## config.mk

```make
export PLATFORM = sky130hd
export DESIGN_NAME = mul_share_sched
export DESIGN_NICKNAME = d
export VERILOG_FILES = /design/src/rtl/mul_sched_pkg.sv /design/src/rtl/mul_rr_arb.sv /design/src/rtl/mul_share_sched.sv
export SDC_FILE = /design/constraint.sdc
export NUM_CORES = 1
export LEC_CHECK = 0
export BUFFER_PORTS_ARGS = -buffer_cell sky130_fd_sc_hd__clkbuf_2
export CAP_MARGIN = 20
export CORE_MARGIN = 5
export CORE_UTILIZATION = 27
export CTS_CLUSTER_DIAMETER = 60
export DETAILED_ROUTE_END_ITERATION = 6
export PLACE_DENSITY = 0.63
export SLEW_MARGIN = 20
export SYNTH_ARGS = -nofsm -noshare
export SYNTH_HDL_FRONTEND = slang
export SYNTH_HIERARCHICAL = 1
export SYNTH_SLANG_ARGS = --single-unit
```

## constraint.sdc

```tcl
create_clock -name clk -period 4.06 [get_ports clk]
set_input_delay 0.203 -clock clk [delete_from_list [all_inputs] [get_ports clk]]
set_output_delay 0.203 -clock clk [all_outputs]
set_load 0.1 [all_outputs]
```

## src/rtl/mul_sched_pkg.sv

```systemverilog
// Shared types and defaults for the shared-multiplier scheduler.
package mul_sched_pkg;

  typedef enum logic [2:0] {
    IDLE   = 3'd0,
    LOAD_A = 3'd1,
    LOAD_B = 3'd2,
    ACC    = 3'd3,
    DONE   = 3'd4
  } state_t;

  localparam int unsigned DEF_W    = 16;
  localparam int unsigned DEF_NREQ = 4;

  // Index width for n clients, never narrower than one bit.
  function automatic int unsigned idx_w(input int unsigned n);
    return (n > 1) ? $clog2(n) : 1;
  endfunction

endpackage

```

## src/rtl/mul_rr_arb.sv

```systemverilog
// Combinational round-robin pick: first requester at or after the pointer.
module mul_rr_arb #(
  parameter int unsigned NREQ = 4,
  parameter int unsigned IW   = 2
) (
  input  logic [NREQ-1:0] i_req,
  input  logic [IW-1:0]   i_ptr,
  output logic [NREQ-1:0] o_gnt,
  output logic [IW-1:0]   o_idx,
  output logic            o_vld
);

  int unsigned w_sum;
  logic [IW-1:0] w_j;

  always_comb begin
    o_gnt = '0;
    o_idx = '0;
    o_vld = 1'b0;
    w_sum = 0;
    w_j   = '0;
    for (int unsigned k = 0; k < NREQ; k++) begin
      w_sum = 32'(i_ptr) + k;
      if (w_sum >= NREQ) w_sum = w_sum - NREQ;
      w_j = IW'(w_sum);
      if (!o_vld && i_req[w_j]) begin
        o_vld      = 1'b1;
        o_idx      = w_j;
        o_gnt[w_j] = 1'b1;
      end
    end
  end

endmodule

```

## src/rtl/mul_share_sched.sv

```systemverilog
// Round-robin scheduler driving a shared repeated-addition multiplier datapath.
// Optional operand swap (shorter loop count) under MUL_SHARE_SCHED_SWAP_EN.
module mul_share_sched
  import mul_sched_pkg::*;
#(
  parameter int unsigned NREQ = DEF_NREQ,
  parameter int unsigned W    = DEF_W
) (
  input  logic            clk,
  input  logic            rst,
  input  logic [NREQ-1:0] req,
  input  logic [NREQ*W-1:0] a_in,
  input  logic [NREQ*W-1:0] b_in,
  output logic [NREQ-1:0] gnt,
  output logic [NREQ-1:0] done,
  output logic [W-1:0]    result,
  output logic            busy,
  output logic [W-1:0]    dp_bus,
  output logic            lda,
  output logic            ldb,
  output logic            clrp,
  output logic            ldp,
  output logic            decb,
  input  logic            dp_eqz,
  input  logic [W-1:0]    dp_p
);

  localparam int unsigned IW = idx_w(NREQ);

  state_t          r_state;
  logic [IW-1:0]   r_g;
  logic [IW-1:0]   r_ptr;
  logic            r_swap;

  logic [NREQ-1:0] w_win_oh;
  logic [IW-1:0]   w_win_idx;
  logic            w_win_vld;
  logic [W-1:0]    w_win_a;
  logic [W-1:0]    w_win_b;
  logic [W-1:0]    w_g_a;
  logic [W-1:0]    w_g_b;
  logic            w_swap;

  mul_rr_arb #(.NREQ(NREQ), .IW(IW)) u_arb (
    .i_req (req),
    .i_ptr (r_ptr),
    .o_gnt (w_win_oh),
    .o_idx (w_win_idx),
    .o_vld (w_win_vld)
  );

  assign w_win_a = a_in[w_win_idx*W +: W];
  assign w_win_b = b_in[w_win_idx*W +: W];
  assign w_g_a   = a_in[r_g*W +: W];
  assign w_g_b   = b_in[r_g*W +: W];

`ifdef MUL_SHARE_SCHED_SWAP_EN
  assign w_swap = (w_win_b > w_win_a);
`else
  assign w_swap = 1'b0;
`endif

  // Accumulate only while the B counter is non-zero.
  assign ldp  = (r_state == ACC) && !dp_eqz;
  assign decb = (r_state == ACC) && !dp_eqz;

  always_ff @(posedge clk or posedge rst) begin
    if (rst) begin
      r_state <= IDLE;
      r_g     <= '0;
      r_ptr   <= '0;
      r_swap  <= 1'b0;
      gnt     <= '0;
      done    <= '0;
      result  <= '0;
      busy    <= 1'b0;
      dp_bus  <= '0;
      lda     <= 1'b0;
      ldb     <= 1'b0;
      clrp    <= 1'b0;
    end else begin
      lda    <= 1'b0;
      ldb    <= 1'b0;
      clrp   <= 1'b0;
      done   <= '0;
      dp_bus <= '0;
      case (r_state)
        IDLE: begin
          if (w_win_vld) begin
            r_state <= LOAD_A;
            r_g     <= w_win_idx;
            r_swap  <= w_swap;
            gnt     <= w_win_oh;
            busy    <= 1'b1;
            lda     <= 1'b1;
            dp_bus  <= w_swap ? w_win_b : w_win_a;
          end
        end
        LOAD_A: begin
          r_state <= LOAD_B;
          ldb     <= 1'b1;
          clrp    <= 1'b1;
          dp_bus  <= r_swap ? w_g_a : w_g_b;
        end
        LOAD_B: r_state <= ACC;
        ACC: begin
          if (dp_eqz) begin
            r_state <= DONE;
            result  <= dp_p;
            done    <= gnt;
          end
        end
        DONE: begin
          r_state <= IDLE;
          gnt     <= '0;
          busy    <= 1'b0;
          r_ptr   <= (32'(r_g) == NREQ - 1) ? '0 : IW'(32'(r_g) + 1);
        end
        default: begin
          r_state <= IDLE;
          gnt     <= '0;
          busy    <= 1'b0;
        end
      endcase
    end
  end

endmodule

```

==> out/results.tsv, run 1 <==
metric	value	unit
swShare	55.8	%
p_total	0.00429	W
fmax	286	MHz
ant_nets	0	
postPlaceCellArea	4190	sq um
cts_tree	built	
p_leak	2.18	nW
synthCells	211	
startpoint_type	register	
powerDensity	987	nW/um^2
areaGrowthSynthToFinish	37.0	%
ys_seq_elements	50	
rows	39	
crit_type	register to register	
synth.top_cell.area_share	39.5	%
regArea	1250	sq um
cts_made_buffers	5	
yosysTopAreaCell	dfrtp_1	
multi_input_area	1750	sq um
period_minus_slack	3.49	ns
synthTopCellsByArea	dfrtp_1 39%, mux4_1 17%, mux4_2 11%	
syn_nets	368	
p_seq_share	21.2	%
synth_edf_count	0	
io_pins	197	
cts.sinks	50	
rsz0062_at_grt	false	
p_switching	0.00239	W
syn_area_per_cell	15.0	sq um
routed_wl	9500	um
vias	2647	
first_iter_violations	137	
internal_power	0.00190	W
cp.arrival	3.67	ns
place_congestion	0.813	
grt_pass1_vias	2921	
post_cts_resize_count	0	
viasPerCell	4.89	
ys.warnings.count	6	
drcViolationCount	0	
die_h	118	um
fp.dieW	118	um
clk-insertion-delay-late	0.28	ns
worst_slew_pin_slew	0.874	ns
overflow	0	
combPwrFrac	69.2	%
max_stage_delay	0.70	ns
worstPathRequired	4.24	ns
path_clk_slew	0.07	ns
crit_fanout	17	
die_area	14000	sq um
fin_nets	554	
setup_violations	0	
skew	0.00557	ns
synth.most_common_cell	dfrtp_1	
antenna_found_initial	0	
yosys_most_used_dff	dfrtp_1	
synth_top_cells_by_count	50 x dfrtp_1, 21 x mux2_2, 21 x mux4_1	
htreeDepth	2	
coreArea	11500	sq um
start_util	27.6	%
hpwl	7760	um
critical_path.slowest_cell	dfrtp_1	
clock-root-buffer	clkbuf_16	
ys_types	34	
wl_per_cell	17.6	um
synth_area	3170	sq um
setup_tns	0	ns
finalHoldViolations	0	
r2r_cells	8	
clkPwrFrac	9.5	%
grt_max_degree	51	
fillers	1099	
crit_path_end_kind	register	
fin_ws	0.566	ns
synthArstFlopShare	100	%
grt_pass1_wl	15200	um
hold_buffers	0	
slew_viol_final	0	
peakVddDrop	0.000532	V
fin_area	4340	sq um
dr.pass1.iters	4	
seq_area_frac_synth	39.5	%
slew_headroom	41.7	%
crit_chain	inv_1, ha_1, mux4_2, nand2b_1, o221ai_1, a32o_1, mux4_1, a22o_1	
status	finished clean	
min_period_over_period	86.0	%
dp_slack	0.408	ns
holdWs	0.0548	ns
port_buffers	196	
drive_above_1_share	62.6	%
antennaDiodeCount	0	
clock_path_buffers	2	
track_usage	13.4	%
hold_path.class	primary input to asynchronous set/reset pin	
postCtsSetupBuffers	0	
drv_cap	0	
[kinds of logic after synthesis]
group / synth area share (%)
adder cells (fa/ha/maj): 2.37
flip-flops: 39.5
AO/OA/AOI/OAI: 8.56
buffers and inverters: 5.88
multiplexers: 37.4
AND/OR/NAND/NOR: 6.31
[layout by cell type, fill, tap and decap left out, types with 5 or more instances in the layout]
cell type / instances
nor2_1: 13
clkbuf_2: 196
a22o_1: 16
clkbuf_16: 5
ha_1: 6
mux4_2: 15
o21ai_0: 5
mux4_1: 21
dfrtp_1: 49
mux2i_1: 6
mux2_2: 21
a22oi_1: 8
[state kept, by name (all words and copies together) (netlist names)]
register / count
clrp: 1
lda: 1
busy: 1
done: 4
dp_bus: 16
r_ptr: 2
result: 16
gnt: 4
r_g: 2
r_state: 3
[power by group through the flow]
| stage | clock network [W] | logic, W | registers, W |
|---|---|---|---|
| floorplan | 0 | 0.00150 | 0.00199 |
| global placement | 0 | 0.00292 | 0.000920 |
| detailed placement | 0 | 0.00297 | 0.000929 |
| CTS | 0.000431 | 0.00297 | 0.000919 |
| global route | 0.000448 | 0.00313 | 0.000955 |
| finish | 0.000409 | 0.00297 | 0.000911 |
[stage by stage]
| step | std cells | utilization, % |
|---|---|---|
| after detailed placement | 532 | 36.5 |
| after global placement | 532 | 36.5 |
| after floorplan | 211 | - |
| after global routing | 541 | 37.9 |
| after CTS | 540 | 37.8 |
| final | 541 | 37.9 |
[cell type report]
class / count / area share (%)
multi-input combinational: 137 / 40.2
sequential: 50 / 28.8
timing repair buffer: 199 / 23.2
tap: 143 / 4.12
clock buffer: 6 / 2.97
inverter: 4 / 0.374
clock inverter: 2 / 0.317
[final timing paths]
check / start / to / slack [ns]
max: r_ptr[0] / dp_bus[4] / 0.57
min: rst / result[4] / 0.05
max reg2reg: r_ptr[0] / dp_bus[4] / 0.57
min reg2reg: result[1] / result[1] / 0.50
max in group asynchronous: rst / r_g[0] / 3.45
min in group clk: dp_p[0] / result[0] / 0.15
[worst max-delay path, delay by kind of cell, from the launching register on]
kind	cells	cell delay [ns]
compound gates	3	1.08
fa+ha+maj	1	0.38
buf+inv	1	0.16
flops	1	0.70
mux	2	0.85
simple gates	1	0.19
[per-layer routing]
metal | routed length [um] | up-vias | global-route usage, %
met3 | 876 | 8 | 4.11
met5 | 0 | - | 0
li1 | - | 1220 | -
met2 | 5020 | 149 | 24.3
met1 | 3480 | 1270 | 15.5
met4 | 122 | 0 | 2.65
(Power assumes the default switching activity.)
==> inputs of run 2 (changes only) <==
--- a/config.mk
+++ b/config.mk
@@ -5,13 +5,14 @@
 export SDC_FILE = /design/constraint.sdc
 export NUM_CORES = 1
 export LEC_CHECK = 0
+export ABC_AREA = 1
 export BUFFER_PORTS_ARGS = -buffer_cell sky130_fd_sc_hd__clkbuf_2
 export CAP_MARGIN = 20
 export CORE_MARGIN = 5
 export CORE_UTILIZATION = 27
 export CTS_CLUSTER_DIAMETER = 60
 export DETAILED_ROUTE_END_ITERATION = 6
-export PLACE_DENSITY = 0.63
+export PLACE_DENSITY = 0.6
 export SLEW_MARGIN = 20
 export SYNTH_ARGS = -nofsm -noshare
 export SYNTH_HDL_FRONTEND = slang
==> run 2 against run 1 <==
Against the previous run: flip-flop and latch count unchanged; via count is 63% higher; fmax is 15% higher; die area grew 20%; combinational power grew 20%; cell count is 88% higher; clock power increased by 21%; sequential power down 7.1%; clock skew fell by 0.0017 ns; critical path type unchanged; largest cell class unchanged.
==> out/results.tsv, run 2 <==
metric	value	unit	change
fin_nets	993		+79%
clkPwrFrac	10.1	%	+0.6 points
synth_area	3880	sq um	+22%
routed_wl	12500	um	+32%
track_usage	14.4	%	+1.0 points
synthTopCellsByArea	dfrtp_1 32%, nand2_1 29%, inv_1 13%		
critical_path.slowest_cell	dfrtp_1		
syn_nets	815		+120%
setup_violations	0		unchanged
peakVddDrop	0.000479	V	-10%
post_cts_resize_count	0		unchanged
cts_made_buffers	5		unchanged
p_leak	3.45	nW	+58%
regArea	1250	sq um	about the same
combPwrFrac	72.7	%	+3.5 points
fmax	330	MHz	+15%
start_util	27.7	%	+0.070 points
reg_top3	dp_bus: 16 flops, result: 16 flops		
crit_chain	inv_2, ha_1, inv_1, nand3_1, nand2_1, nor2_1, a21oi_1, nand3_1, buf_4, inv_2, nand2_1, nand3_1, nand2_1, nand2_1, nand2_1		
setup_tns	0	ns	unchanged
crit_type	register to register		
internal_power	0.00182	W	-4.0%
rows	43		+10%
hold_buffers	0		unchanged
powerDensity	958	nW/um^2	-2.9%
final_cells	1017		+88%
vias	4322		+63%
yosysTopAreaCell	dfrtp_1		
yosys_most_used_dff	dfrtp_1		
coreArea	14000	sq um	+22%
drcViolationCount	0		unchanged
hold_path.class	primary input to asynchronous set/reset pin		
p_seq_share	17.2	%	-4.0 points
final_common_cell	nand2_1		
crit_fanout	33		+16
status	finished clean		
clk-insertion-delay-late	0.28	ns	about the same
max_stage_delay	0.53	ns	-0.17 ns
die_area	16900	sq um	+20%
port_buffers	196		unchanged
synthArstFlopShare	100	%	unchanged
path_clk_slew	0.07	ns	about the same
rsz0062_at_grt	false		
cts.sinks	50		unchanged
drive_above_1_share	27.8	%	-35 points
grt_max_degree	51		unchanged
place_inst	1009		+90%
synth_top_cells_by_count	298 x nand2_1, 139 x inv_1, 80 x nand3_1		
p_switching	0.00309	W	+29%
synth.top_cell.area_share	32.3	%	-7.2 points
antennaDiodeCount	0		unchanged
clock_path_buffers	2		unchanged
cts_tree	built		
layout_common_cells	298 x nand2_1, 196 x clkbuf_2, 138 x inv_1, 80 x nand3_1, 50 x dfrtp_1		
first_iter_violations	185		+35%
ant_nets	0		unchanged
ys.warnings.count	6		unchanged
viasPerCell	4.25		-13%
drv_cap	0		unchanged
min_period_over_period	74.7	%	-11 points
synthCells	658		+210%
crit_top_cell	nand2_1		
die_h	130	um	+9.7%
clock-root-buffer	clkbuf_16		
fillers	1607		+46%
ys_seq_elements	50		unchanged
seq_area_frac_synth	32.3	%	-7.2 points
synth_edf_count	0		unchanged
synth.most_common_cell	nand2_1		
r2r_cells	15		+7
postCtsSetupBuffers	0		unchanged
ys_types	26		-24%
worst_slew_pin_slew	0.718	ns	-0.156 ns
grt_pass1_vias	4273		+46%
worstPathRequired	4.28	ns	+0.04 ns
skew	0.00383	ns	-0.00174 ns
period_minus_slack	3.03	ns	-0.459 ns
antenna_found_initial	0		unchanged
slew_headroom	52.0	%	+10 points
multi_input_area	1900	sq um	+9.0%
crit_path_end_kind	register		
hpwl	10100	um	+30%
htreeDepth	2		unchanged
fp.dieW	130	um	+9.7%
finalHoldViolations	0		unchanged
swShare	62.9	%	+7.1 points
startpoint_type	register		
areaGrowthSynthToFinish	32.2	%	
grt_pass1_wl	19800	um	+30%
syn_area_per_cell	5.89	sq um	-61%
io_pins	197		unchanged
dr.pass1.iters	4		unchanged
wl_per_cell	12.3	um	-30%
place_congestion	0.856		+5.2%
cp.arrival	3.26	ns	-0.41 ns
overflow	0		unchanged
slew_viol_final	0		unchanged
## run 2: cell count changes after synthesis, sizes merged, moves of 7 or more
cell / before / now
a21oi: 1 / 8
a22o: 16 / 0
a22oi: 8 / 0
buf: 17 / 27
inv: 4 / 148
mux2: 21 / 0
mux4: 36 / 0
nand2: 2 / 306
nand3: 0 / 83
nand4: 0 / 8
## run 2: kinds of logic after synthesis
family | share of synthesized area, %
flops | 32.3
simple gates | 44.7
buf+inv | 18.6
fa+ha+maj | 1.94
compound gates | 2.52
## run 2: worst max-delay path: cells and delay by family (launching register included)
family	cells	cell delay, ns
fa+ha+maj	1	0.39
flops	1	0.53
compound gates	1	0.12
simple gates	9	0.99
buf+inv	4	0.89
## run 2: final cells by class
cell class / count / area share, %
Sequential cell: 50 / 24.4
Clock buffer: 6 / 2.71
Multi-Input combinational cell: 431 / 37.2
Tap cell: 180 / 4.39
Timing Repair Buffer: 200 / 19.7
Inverter: 148 / 10.8
Clock inverter: 2 / 0.757
## run 2: worst paths after layout
path,slack (ns),end,from
max in group asynchronous,3.56,dp_bus[5],rst
min in group clk,0.11,result[15],dp_p[15]
min reg2reg,0.48,busy,busy
max,1.03,dp_bus[5],r_ptr[0]
max reg2reg,1.03,dp_bus[5],r_ptr[0]
min,0.05,clrp,rst
## run 2: power by group through the flow
stage	clock network [W]	logic [W]	registers (W)
floorplan	0	0.00191	0.00188
global placement	0	0.00360	0.000857
detailed placement	0	0.00362	0.000856
CTS	0.000512	0.00362	0.000850
global route	0.000531	0.00393	0.000868
finish	0.000495	0.00357	0.000846
## run 2: stage by stage
step	area [sq um]	util, %	total power (W)	worst slack (ns)	hold WS [ns]
after floorplan	3880	-	0.00380	1.32	0.313
after global placement	4950	35.4	0.00446	1.09	0.399
after detailed placement	4950	35.4	0.00447	1.03	0.407
after CTS	5120	36.6	0.00498	0.998	0.100
after global routing	5120	36.6	0.00533	0.723	0.115
final	5120	36.6	0.00491	1.03	0.0505
## run 2: layer usage
metal	vias to the layer above	share of wire (%)	track usage [%]
met5	-	0	0
met2	150	50	26.2
met4	0	1.2	2.44
met3	10	7.0	3.64
li1	2282	-	-
met1	1880	42	17.4
==> inputs of run 3 (changes only) <==
==> constraint.sdc (replaced) <==
create_clock -name clk -period 2.8 [get_ports clk]
set_input_delay 0.14 -clock clk [delete_from_list [all_inputs] [get_ports clk]]
set_output_delay 0.14 -clock clk [all_outputs]
set_load 0.1 [all_outputs]
==> run 3 against run 2 <==
Against the previous run: first-iteration DRC count shrank 5.9%; largest cell class unchanged; power grew 46%; combinational power grew 48%; worst setup slack lost 0.69 ns; the run now ends with hold timing left; critical endpoint is now dp_bus[12].
==> out/results.tsv, run 3 (synthesis gave the netlist of run 2 again) <==
metric	value	unit	change
status	finished with violations		
violations	hold timing		
rsz0062_at_grt	false		
p_leak	3.46	nW	+0.30%
drv_cap	0		unchanged
routed_wl	12700	um	+1.3%
cts_made_buffers	5		unchanged
first_iter_violations	174		-5.9%
layout_common_cells	298 x nand2_1, 196 x clkbuf_2, 138 x inv_1, 80 x nand3_1, 50 x dfrtp_1		
start_util	27.7	%	unchanged
hpwl	10200	um	+1.6%
holdWs	-0.0164	ns	-0.0669 ns
path_clk_slew	0.07	ns	about the same
hold_path.class	primary input to asynchronous set/reset pin		
fmax	406	MHz	+23%
critPathBufInv	3		-1
cts_tree	built		
worstPathRequired	2.98	ns	-1.30 ns
powerDensity	1390	nW/um^2	+46%
setup_tns	0	ns	unchanged
critical_path.slowest_cell	ha_1		
clk-insertion-delay-late	0.28	ns	about the same
postCtsSetupBuffers	0		unchanged
coreArea	14000	sq um	unchanged
die_area	16900	sq um	unchanged
fp.dieW	130	um	unchanged
vias	4348		+0.60%
finalHoldViolations	10		+10
post_cts_resize_count	0		unchanged
track_usage	14.9	%	+0.47 points
crit_top_cell	nand2_1		
min_period_over_period	87.9	%	+13 points
combPwrFrac	73.9	%	+1.2 points
rows	43		unchanged
port_buffers	196		unchanged
p_total	0.00717	W	+46%
cts.sinks	50		unchanged
crit_path_end_kind	register		
clkPwrFrac	9.9	%	-0.2 points
drive_above_1_share	28.0	%	+0.17 points
crit_family	simple AND/OR/NAND/NOR gates		
p_seq_share	16.2	%	-1.0 points
regArea	1250	sq um	unchanged
slew_headroom	41.3	%	-11 points
final_common_cell	nand2_1		
grt_max_degree	51		unchanged
htreeDepth	2		unchanged
fillers	1609		+0.12%
drcViolationCount	0		unchanged
max_stage_delay	0.36	ns	-0.17 ns
peakVddDrop	0.000793	V	+66%
dr.pass1.iters	5		+1
worst_slew_pin_slew	0.881	ns	+0.163 ns
p_switching	0.00451	W	+46%
place_congestion	0.847		-0.97%
setup_violations	0		unchanged
wl_per_cell	12.4	um	+1.1%
ant_nets	0		unchanged
clock_path_buffers	2		unchanged
skew	0.00768	ns	+0.00385 ns
period_minus_slack	2.46	ns	-0.573 ns
areaGrowthSynthToFinish	32.6	%	
path_depth	14		-1
overflow	0		unchanged
io_pins	197		unchanged
crit_chain	inv_2, ha_1, inv_1, nand3_1, nand2_1, nor2_1, a21oi_1, nand3_1, buf_4, nand2_1, nand3_1, nand2_1, nand2_1, nand2_1		
grt_pass1_vias	4352		+1.8%
internal_power	0.00266	W	+46%
die_h	130	um	unchanged
r2r_cells	14		-1
crit_type	register to register		
fin_nets	995		+0.20%
antenna_found_initial	0		unchanged
multi_input_area	1900	sq um	unchanged
antennaDiodeCount	0		unchanged
slew_viol_final	0		unchanged
crit_fanout	32		-3.0%
reg_top3	dp_bus: 16 flops, result: 16 flops		
clock-root-buffer	clkbuf_16		
viasPerCell	4.27		+0.40%
grt_pass1_wl	20400	um	+3.1%
cp.arrival	2.64	ns	-0.62 ns
startpoint_type	register		
swShare	62.8	%	-0.087 points
hold_buffers	0		unchanged
-- run 3: area by class of cell --
cell class	instances	share of cell area (%)
Clock buffer	6	2.70
Sequential cell	50	24.3
Clock inverter	2	0.754
Multi-Input combinational cell	431	37.0
Tap cell	180	4.38
Timing Repair Buffer	202	20.0
Inverter	148	10.8
-- run 3: worst paths after layout --
check,slack (ns),end,start
max in group asynchronous,2.28,r_state[2],rst
worst min register to register,0.48,result[3],result[3]
min in group clk,0.05,result[15],dp_p[15]
worst min-delay path,-0.02,result[6],rst
worst max-delay path,0.34,dp_bus[12],r_ptr[0]
worst max register to register,0.34,dp_bus[12],r_ptr[0]
-- run 3: metal layers --
| layer | vias up | share of wire (%) | wire (um) | GRT usage (%) |
|---|---|---|---|---|
| met1 | 1902 | 40 | 5100 | 17.4 |
| met2 | 146 | 50 | 6380 | 27.3 |
| li1 | 2292 | - | - | - |
| met5 | - | 0 | 0 | 0 |
| met3 | 8 | 8.5 | 1080 | 4.54 |
| met4 | 0 | 1.0 | 128 | 2.26 |
-- run 3: worst reg2reg max path: stages (launching register included) --
cell     delay (ns)
dfrtp_1        0.35
inv_2          0.10
ha_1           0.37
inv_1          0.10
nand3_1        0.08
nand2_1        0.05
nor2_1         0.31
a21oi_1        0.13
nand3_1        0.15
buf_4          0.32
nand2_1        0.10
nand3_1        0.09
nand2_1        0.08
nand2_1        0.07
nand2_1        0.05
-- run 3: metrics by stage --
stage	cells	worst slack [ns]	utilization, %	cell area [sq um]
4_1_cts	1019	0.333	36.7	5140
5_1_grt	1019	0.0750	36.8	5140
2_1_floorplan	658	0.126	-	3880
3_3_place_gp	1011	0.397	35.5	4960
3_5_place_dp	1011	0.349	35.5	4960
6_report	1019	0.338	36.8	5140
-- run 3: power by group through the flow --
stage               registers (W)  clock network (W)  logic [W]
floorplan                 0.00273                  0    0.00277
global placement          0.00117                  0    0.00533
detailed placement        0.00117                  0    0.00536
CTS                       0.00116           0.000738    0.00537
global route              0.00119           0.000764    0.00588
finish                    0.00116           0.000711    0.00530
